`src/rtl/latch_arb_pkg.sv`:
```
// Shared types and constants for the latch write arbiter and its round-robin picker.
package latch_arb_pkg;

  typedef enum logic [1:0] {
    IDLE   = 2'd0,
    GRANT  = 2'd1,
    WRITE  = 2'd2,
    VERIFY = 2'd3
  } arb_state_t;

  localparam int unsigned DEF_NUM_REQ    = 4;
  localparam int unsigned DEF_DATA_WIDTH = 8;

  function automatic int unsigned clog2(input int unsigned value);
    int unsigned w;
    w = 0;
    for (int unsigned i = 0; i < 32; i++) begin
      if ((64'd1 << w) < 64'(value)) w = w + 1;
    end
    return w;
  endfunction

endpackage

```
`src/rtl/latch_write_arbiter_rr_pick.sv`:
```
// Combinational round-robin picker: first active request at or after rr_ptr wins.
module rr_pick
  import latch_arb_pkg::*;
#(
  parameter int unsigned NUM_REQ = DEF_NUM_REQ,
  parameter int unsigned PTR_W   = clog2(DEF_NUM_REQ)
) (
  input  logic [NUM_REQ-1:0] req,
  input  logic [PTR_W-1:0]   rr_ptr,
  output logic [NUM_REQ-1:0] win_oh,
  output logic [PTR_W-1:0]   win_idx,
  output logic               any_req
);

  logic [PTR_W-1:0] w_cand;

  always_comb begin
    win_oh  = '0;
    win_idx = '0;
    any_req = 1'b0;
    w_cand  = '0;
    for (int unsigned off = 0; off < NUM_REQ; off++) begin
      // Candidate index wraps modulo NUM_REQ, which need not be a power of two.
      w_cand = PTR_W'((32'(rr_ptr) + off) % NUM_REQ);
      if (!any_req && req[w_cand]) begin
        any_req         = 1'b1;
        win_oh[w_cand]  = 1'b1;
        win_idx         = w_cand;
      end
    end
  end

endmodule

```
`src/rtl/latch_write_arbiter.sv`:
```
// Round-robin write sequencer sharing one latch: grant, one-cycle write, readback verify.
module latch_write_arbiter
  import latch_arb_pkg::*;
#(
  parameter int unsigned NUM_REQ    = DEF_NUM_REQ,
  parameter int unsigned DATA_WIDTH = DEF_DATA_WIDTH
) (
  input  logic                          clock,
  input  logic                          reset,
  input  logic [NUM_REQ-1:0]            req,
  input  logic [NUM_REQ*DATA_WIDTH-1:0] wr_data,
  output logic [NUM_REQ-1:0]            grant,
  output logic [NUM_REQ-1:0]            done,
  output logic                          err,
  output logic                          busy,
  output logic                          latch_enable,
  output logic [DATA_WIDTH-1:0]         latch_d,
  input  logic [DATA_WIDTH-1:0]         latch_q
);

  localparam int unsigned PTR_W = clog2(NUM_REQ);

  arb_state_t              r_state, w_state;
  logic [NUM_REQ-1:0]      r_grant, w_grant;
  logic [NUM_REQ-1:0]      r_done, w_done;
  logic [PTR_W-1:0]        r_idx, w_idx;
  logic [PTR_W-1:0]        r_ptr, w_ptr;
  logic                    r_err, w_err;
  logic                    r_en, w_en;
  logic                    r_busy;
  logic [DATA_WIDTH-1:0]   r_d, w_d;

  logic [NUM_REQ-1:0]      w_pick_oh;
  logic [PTR_W-1:0]        w_pick_idx;
  logic                    w_any;
  logic [DATA_WIDTH-1:0]   w_data [NUM_REQ];

  for (genvar g = 0; g < NUM_REQ; g++) begin : g_unpack
    assign w_data[g] = wr_data[g*DATA_WIDTH +: DATA_WIDTH];
  end

  rr_pick #(
    .NUM_REQ (NUM_REQ),
    .PTR_W   (PTR_W)
  ) u_pick (
    .req     (req),
    .rr_ptr  (r_ptr),
    .win_oh  (w_pick_oh),
    .win_idx (w_pick_idx),
    .any_req (w_any)
  );

  always_comb begin
    w_state = r_state;
    w_grant = r_grant;
    w_idx   = r_idx;
    w_ptr   = r_ptr;
    w_d     = r_d;
    w_done  = '0;
    w_err   = 1'b0;
    w_en    = 1'b0;
    unique case (r_state)
      IDLE: begin
        if (w_any) begin
          w_grant = w_pick_oh;
          w_idx   = w_pick_idx;
          w_d     = w_data[w_pick_idx];
          w_state = GRANT;
        end
      end
      GRANT: begin
        // A dropped request abandons the slot without advancing the pointer.
        if (req[r_idx]) begin
          w_d     = w_data[r_idx];
          w_en    = 1'b1;
          w_state = WRITE;
        end else begin
          w_grant = '0;
          w_state = IDLE;
        end
      end
      WRITE: begin
        w_state = VERIFY;
      end
      VERIFY: begin
        w_done  = r_grant;
        w_err   = (latch_q != r_d);
        w_grant = '0;
        w_ptr   = (r_idx == PTR_W'(NUM_REQ - 1)) ? '0 : r_idx + 1'b1;
        w_state = IDLE;
      end
      default: w_state = IDLE;
    endcase
  end

  always_ff @(posedge clock) begin
    if (reset) begin
      r_state <= IDLE;
      r_grant <= '0;
      r_done  <= '0;
      r_idx   <= '0;
      r_ptr   <= '0;
      r_err   <= 1'b0;
      r_en    <= 1'b0;
      r_busy  <= 1'b0;
      r_d     <= '0;
    end else begin
      r_state <= w_state;
      r_grant <= w_grant;
      r_done  <= w_done;
      r_idx   <= w_idx;
      r_ptr   <= w_ptr;
      r_err   <= w_err;
      r_en    <= w_en;
      r_busy  <= (w_state != IDLE);
      r_d     <= w_d;
    end
  end

  assign grant        = r_grant;
  assign done         = r_done;
  assign err          = r_err;
  assign busy         = r_busy;
  assign latch_enable = r_en;
  assign latch_d      = r_d;

endmodule

```
`config.mk`:
```
export PLATFORM = sky130hd
export DESIGN_NAME = latch_write_arbiter
export DESIGN_NICKNAME = d
export VERILOG_FILES = /design/src/rtl/latch_arb_pkg.sv /design/src/rtl/latch_write_arbiter_rr_pick.sv /design/src/rtl/latch_write_arbiter.sv
export SDC_FILE = /design/constraint.sdc
export NUM_CORES = 1
export LEC_CHECK = 0
export ABC_AREA = 1
export CAP_MARGIN = 40
export CORE_ASPECT_RATIO = 0.6
export CORE_MARGIN = 2
export CORE_UTILIZATION = 29
export DETAILED_ROUTE_END_ITERATION = 10
export SYNTH_ARGS = -nofsm -noshare
export SYNTH_HDL_FRONTEND = slang
export SYNTH_SLANG_ARGS = --single-unit
```
`constraint.sdc`:
```
create_clock -name clock -period 2.1 [get_ports clock]
set_input_delay 0.42 -clock clock [delete_from_list [all_inputs] [get_ports clock]]
set_output_delay 0.42 -clock clock [all_outputs]
set_load 0.005 [all_outputs]
```
# == Word-level counts from Yosys, hierarchy flattened ==
# Index checks and enable logic that the tools add are counted.
# word_totals
ff_bits,25
word_cells,105
output_inout_bits,19
input_bits,46
# op_classes
n_addsub,4
magnitude_cmp,11
reduce_logical,19
muxes,47
bitwise_logic,7
eq_ne,8
# ops
op,n
two-way mux 8 bit,6
binary-select mux 8 bit (select 2 bit),2
two-way mux 4 bit,6
one-hot mux 8 bit (2 select lines),1
"< comparator 2 x 3 -> 1 bit, second input constant",5
two-way mux 1 bit,14
two-way mux 2 bit,7
OR 4 bit,3
one-hot mux 4 bit (3 select lines),1
binary-select mux 1 bit (select 2 bit),5
demux 1 bit (select 2 bit),4
"greater-or-equal comparator 2 x 1 -> 1 bit, second input constant",4
inequality test 8 bit,1
one-hot mux 2 bit (4 select lines),1
logical AND 1 bit,7
"== test 2 bit, second input constant",3
"greater-or-equal comparator 3 bit, second input constant",2
inverter 2 -> 3 bit,2
AND reduction 3 bit,2
"adder 2 x 1 -> 2 bit, second input constant",2
"adder 2 bit, second input constant",2
"inequality test 2 bit, second input constant",2
nonzero test 2 bit,2
OR reduction 2 bit,2
other kinds (7),10

# == Logic depth before layout (Yosys ltp) ==
# logic_depth
ltp_word,18
ltp_mapped,15
ltp_nobuf,15

# == Hierarchy ==
# From an unflattened synthesis, not the netlist that was laid out.
# hier_totals
hier_cells,354
area_unflattened_um2,2223.4
# modules_own_cells
module,seq_area_each_um2,area_each_um2,cells_per_inst,n_inst
latch_write_arbiter,500.5,1783.0,280,1
rr_pick,0.0,440.4,74,1

# == Worst setup path before layout ==
# No wires, ideal clock.
# synth_timing
path_type,flip-flop to flip-flop
startpoint,reg r_ptr[0]
endpoint,"reg r_d[6], in the netlist latch_d[6]"
path_buffers,1
setup_time_ps,109
arrival_time_ps,2109
setup_slack_ps,-117
required_time_ps,1991
period_less_slack_ps,2217
stages_incl_launch_ff,16
path_cell_list,dfxtp_1 -> inv_2 -> ha_1 -> inv_1 -> nand2_1 -> nand2_2 -> o21ai_1 -> nand2_2 -> nand3_4 -> buf_6 -> nand2_1 -> nand3_1 -> nand3_1 -> nand3_1 -> nand2_1 -> inv_1
# synth_via
elab_chain_cells,18
word_cells_on_any_way,33
cone_classes,add/sub (3); eq/ne (1); mux (21); bitwise (1); reduce/logical (7)
# synth_rtl
element,line_no,rtl
from (decl),latch_write_arbiter.sv:27,"logic [PTR_W-1:0] r_ptr, w_ptr;"
from (signal assigned),latch_write_arbiter.sv:112,r_ptr <= w_ptr;
branches (longest 18 deep; another with adder 2 x 1 -> 2 bit),n/a,
to (signal assigned),latch_write_arbiter.sv:116,r_d <= w_d;
to (decl),latch_write_arbiter.sv:31,"logic [DATA_WIDTH-1:0] r_d, w_d;"
# Parallel ways; which one is timed is not known. The select of a mux whose other input is x is not followed.
# A chain may end at the register's enable or synchronous reset.

# == Final worst setup path ==
# layout_timing
startpoint,reg r_ptr[0]
endpoint,"reg r_d[3], in the netlist latch_d[3]"
# Same word-level chain as after synthesis.

==> flow_summary.json <==
{
  "tightest_slew_ns": 0.4480,
  "worstPathMaxFanout": 6,
  "share_of_the_synthesized_area_in_the_top_cell_type_pct": 23.82,
  "synth_area_leaders": "dfxtp_1 24%, nand2_1 11%, nand3_1 9.8%, o21ai_0 6.4%, inv_1 6.3%",
  "cts_sinks": 25,
  "syn2layout_area_growth_pct": 53.13,
  "cts_made_buffers": 3,
  "placement.setup.worst_slack_ns": -0.2833,
  "crit_path_cell_trace": "inv_2, ha_4, inv_2, nand2_2, nand2_4, nor2_8, nand4_1, nand2_4, buf_4, nand3_1, nand3_1, nand3_2, nand2_1, inv_1",
  "firstDrtPassIters": 5,
  "worst_ep_required_time_ns": 2.27,
  "path_class": "flop to flop",
  "worst_skew_pair.late_latency_ns": 0.27,
  "num_antenna_cells": 0,
  "postSynthRegisterBits": 25,
  "timing_hold_violations_final": 0,
  "detail_route.wl_per_cell_um": 13.91,
  "period_needed_ns": 1.975,
  "cp-start-kind": "flop",
  "layout_setup_ws_ns": 0.1247,
  "holdCritPathClass": "flop to flop",
  "critPathLaunch": "r_ptr[0]$_SDFFE_PP0P_",
  "synth_ff_type": "dfxtp_1",
  "globalRouteTotalUtil_pct": 17.47,
  "fp-row-count": 23,
  "synth-warning-count": 0,
  "final_cells": 504,
  "cp_top_family": "simple AND/OR/NAND/NOR gates",
  "wire_length_of_the_first_global_routing_pass_mm": 11.36,
  "cts.root.buffer_cell": "clkbuf_16",
  "syn-instance-count": 328,
  "place_hpwl_mm": 5.580,
  "crit_path_end_kind": "flop",
  "mappedNetlistArea_sq_um": 2101,
  "status": "complete, no violations",
  "start_of_the_worst_register_to_register_path": "r_ptr[0]$_SDFFE_PP0P_",
  "route.final.wire_length_mm": 7.011,
  "worst-r2r-setup-slack_ns": 0.12,
  "synth_top_area_cell": "dfxtp_1",
  "slowest_stage": "dfxtp_2",
  "path_clk_slew_ns": 0.07,
  "worst_path_largest_cell_delay_ns": 0.34,
  "syn_nets": 382,
  "die_boundary_height_um": 69.93,
  "hold_ws_ns": 0.4448,
  "tritoncts": "yes",
  "setup_violations": 0,
  "critical_path_arrival_ns": 2.15,
  "synth_async_sr_flop_share_pct": 0,
  "drv_cap": 0,
  "route.vias.total": 2599,
  "fp.coreArea_sq_um": 6849,
  "place.gp.congestion": 0.8911,
  "grt_antenna_before_repair": 0,
  "clock_skew_ns": 0.009952,
  "vias_per_cell": 5.157,
  "min_from": "grant[1]$_SDFFE_PP0P_",
  "antenna_violating_nets_post_route": 0,
  "net_count_final": 472,
  "initialDrtViolationCount": 121,
  "globalRoute.totalOverflow": 0,
  "synth-edff-count": 0,
  "initial_core_util_pct": 30.67,
  "layout-drive-gt1-share_pct": 17.75,
  "cp.buffers_inverters": 4,
  "rsz_0062_raised_after_global_routing": "false",
  "ys_top_cells_by_count": "62 x nand2_1, 41 x nand3_1, 35 x inv_1",
  "synth_most_common_cell": "nand2_1",
  "fin_tns_setup_ns": 0,
  "max-vdd-ir-drop_v": 0.0003060,
  "first_global_vias": 2330,
  "die_area_sq_um": 7963,
  "clockBufferDepth": 2,
  "power_density_nw_per_um2": 923.0,
  "fmax_mhz": 506.2,
  "normalized_max_slew_margin_pct": 69.86,
  "finalCritPeriodShare_pct": 94.06,
  "dp.cells": 498,
  "post-route-drc-count": 0,
  "synth_cell_type_count": 30,
  "leakagePower_nw": 1.490,
  "ys_seq_area_share_pct": 23.82,
  "largest_net_degree_at_the_start_of_global_routing": 19,
  "p_total_mw": 2.969,
  "h_tree_levels": 1,
  "hold_bufs_inserted_after_cts": 0,
  "syn_avg_cell_area_sq_um": 6.405,
  "die_width_um": 113.9,
  "port_buffers": 64,
  "timing_max_transition_violations_final": 0,
  "pin_count": 65
}
[sequential cells by signal (all words and copies together) (netlist names)]
register,cells
done,4
busy,1
r_ptr,2
latch_enable,1
grant,4
r_state,2
err,1
r_idx,2
latch_d,8
[kinds of logic (layout without fill, tap and decap cells)]
logic type / after synthesis / in the layout / synth area share, %
compound gates: 60 / 60 / 16.92
flops: 25 / 25 / 23.82
fa+ha+maj: 8 / 8 / 4.765
simple gates: 175 / 175 / 40.98
buf+inv: 52 / 141 / 10.18
xor+xnor: 8 / 8 / 3.335
[timing repair]
action | 4_1_cts | 5_1_grt
gates resized for setup | 3 | 25
pin swaps | 1 | 8
buffers inserted | 0 | 2
setup endpoints to repair | 9 | 12
[per-layer routing]
layer / global-route usage [%] / vias to the layer above / wire (um)
li1: - / 1295 / -
met5: 0 / - / 0
met1: 24.74 / 1157 / 3309
met3: 5.035 / 11 / 683
met4: 3.523 / 0 / 89
met2: 26.41 / 136 / 2927
[worst register-to-register path: cells and delay by family (launching register included)]
family / cells / cell delay, ns
DFF: 1 / 0.34
buffers and inverters: 4 / 0.28
and+or+nand+nor: 9 / 0.97
adders and majority gates: 1 / 0.30
[layout by cell type (no fill, tap or decap), types with 4 or more instances in the layout]
master           instances
a21oi_1                 16
clkdlybuf4s50_1         60
nand2_4                  5
nand4_1                 17
o21ai_0                 25
nand2_2                 12
nand3_2                  4
buf_6                    4
nand3_1                 39
o32ai_1                  8
inv_2                    4
ha_1                     7
nand2_1                 57
nor2_1                  34
inv_1                   33
xor2_1                   8
buf_4                   30
dlymetal6s2s_1           4
dfxtp_1                 23
[worst paths after layout]
check | endpoint | cells after the start
setup / recovery | latch_d[3]$_SDFFE_PP0P_ | 14
hold / removal | done[1]$_SDFF_PP0_ | 2
hold reg to reg | done[1]$_SDFF_PP0_ | 2
setup reg to reg | latch_d[3]$_SDFFE_PP0P_ | 14
[power breakdown]
group	switching [mW]	total (mW)	internal, mW
combinational	0.957	1.79	0.837
clock	0.191	0.451	0.259
sequential	0.129	0.725	0.595
[stage by stage]
step | util [%] | area [sq um]
after floorplan | - | 2102
after global placement | 44.15 | 3024
after detailed placement | 44.15 | 3024
after CTS | 45.58 | 3122
after global routing | 46.97 | 3217
final | 46.97 | 3217
[area by class of cell]
class | instances | area, sq um
fillers | 691 | 3632
multi-input cells | 251 | 1453
repair buffers | 98 | 920.9
flip-flops and latches | 25 | 503.0
inverters | 39 | 148.9
well taps | 87 | 108.9
clock buffers | 3 | 75.07
clock inverters | 1 | 7.507
No activity file was read; power rests on OpenSTA's default activity.
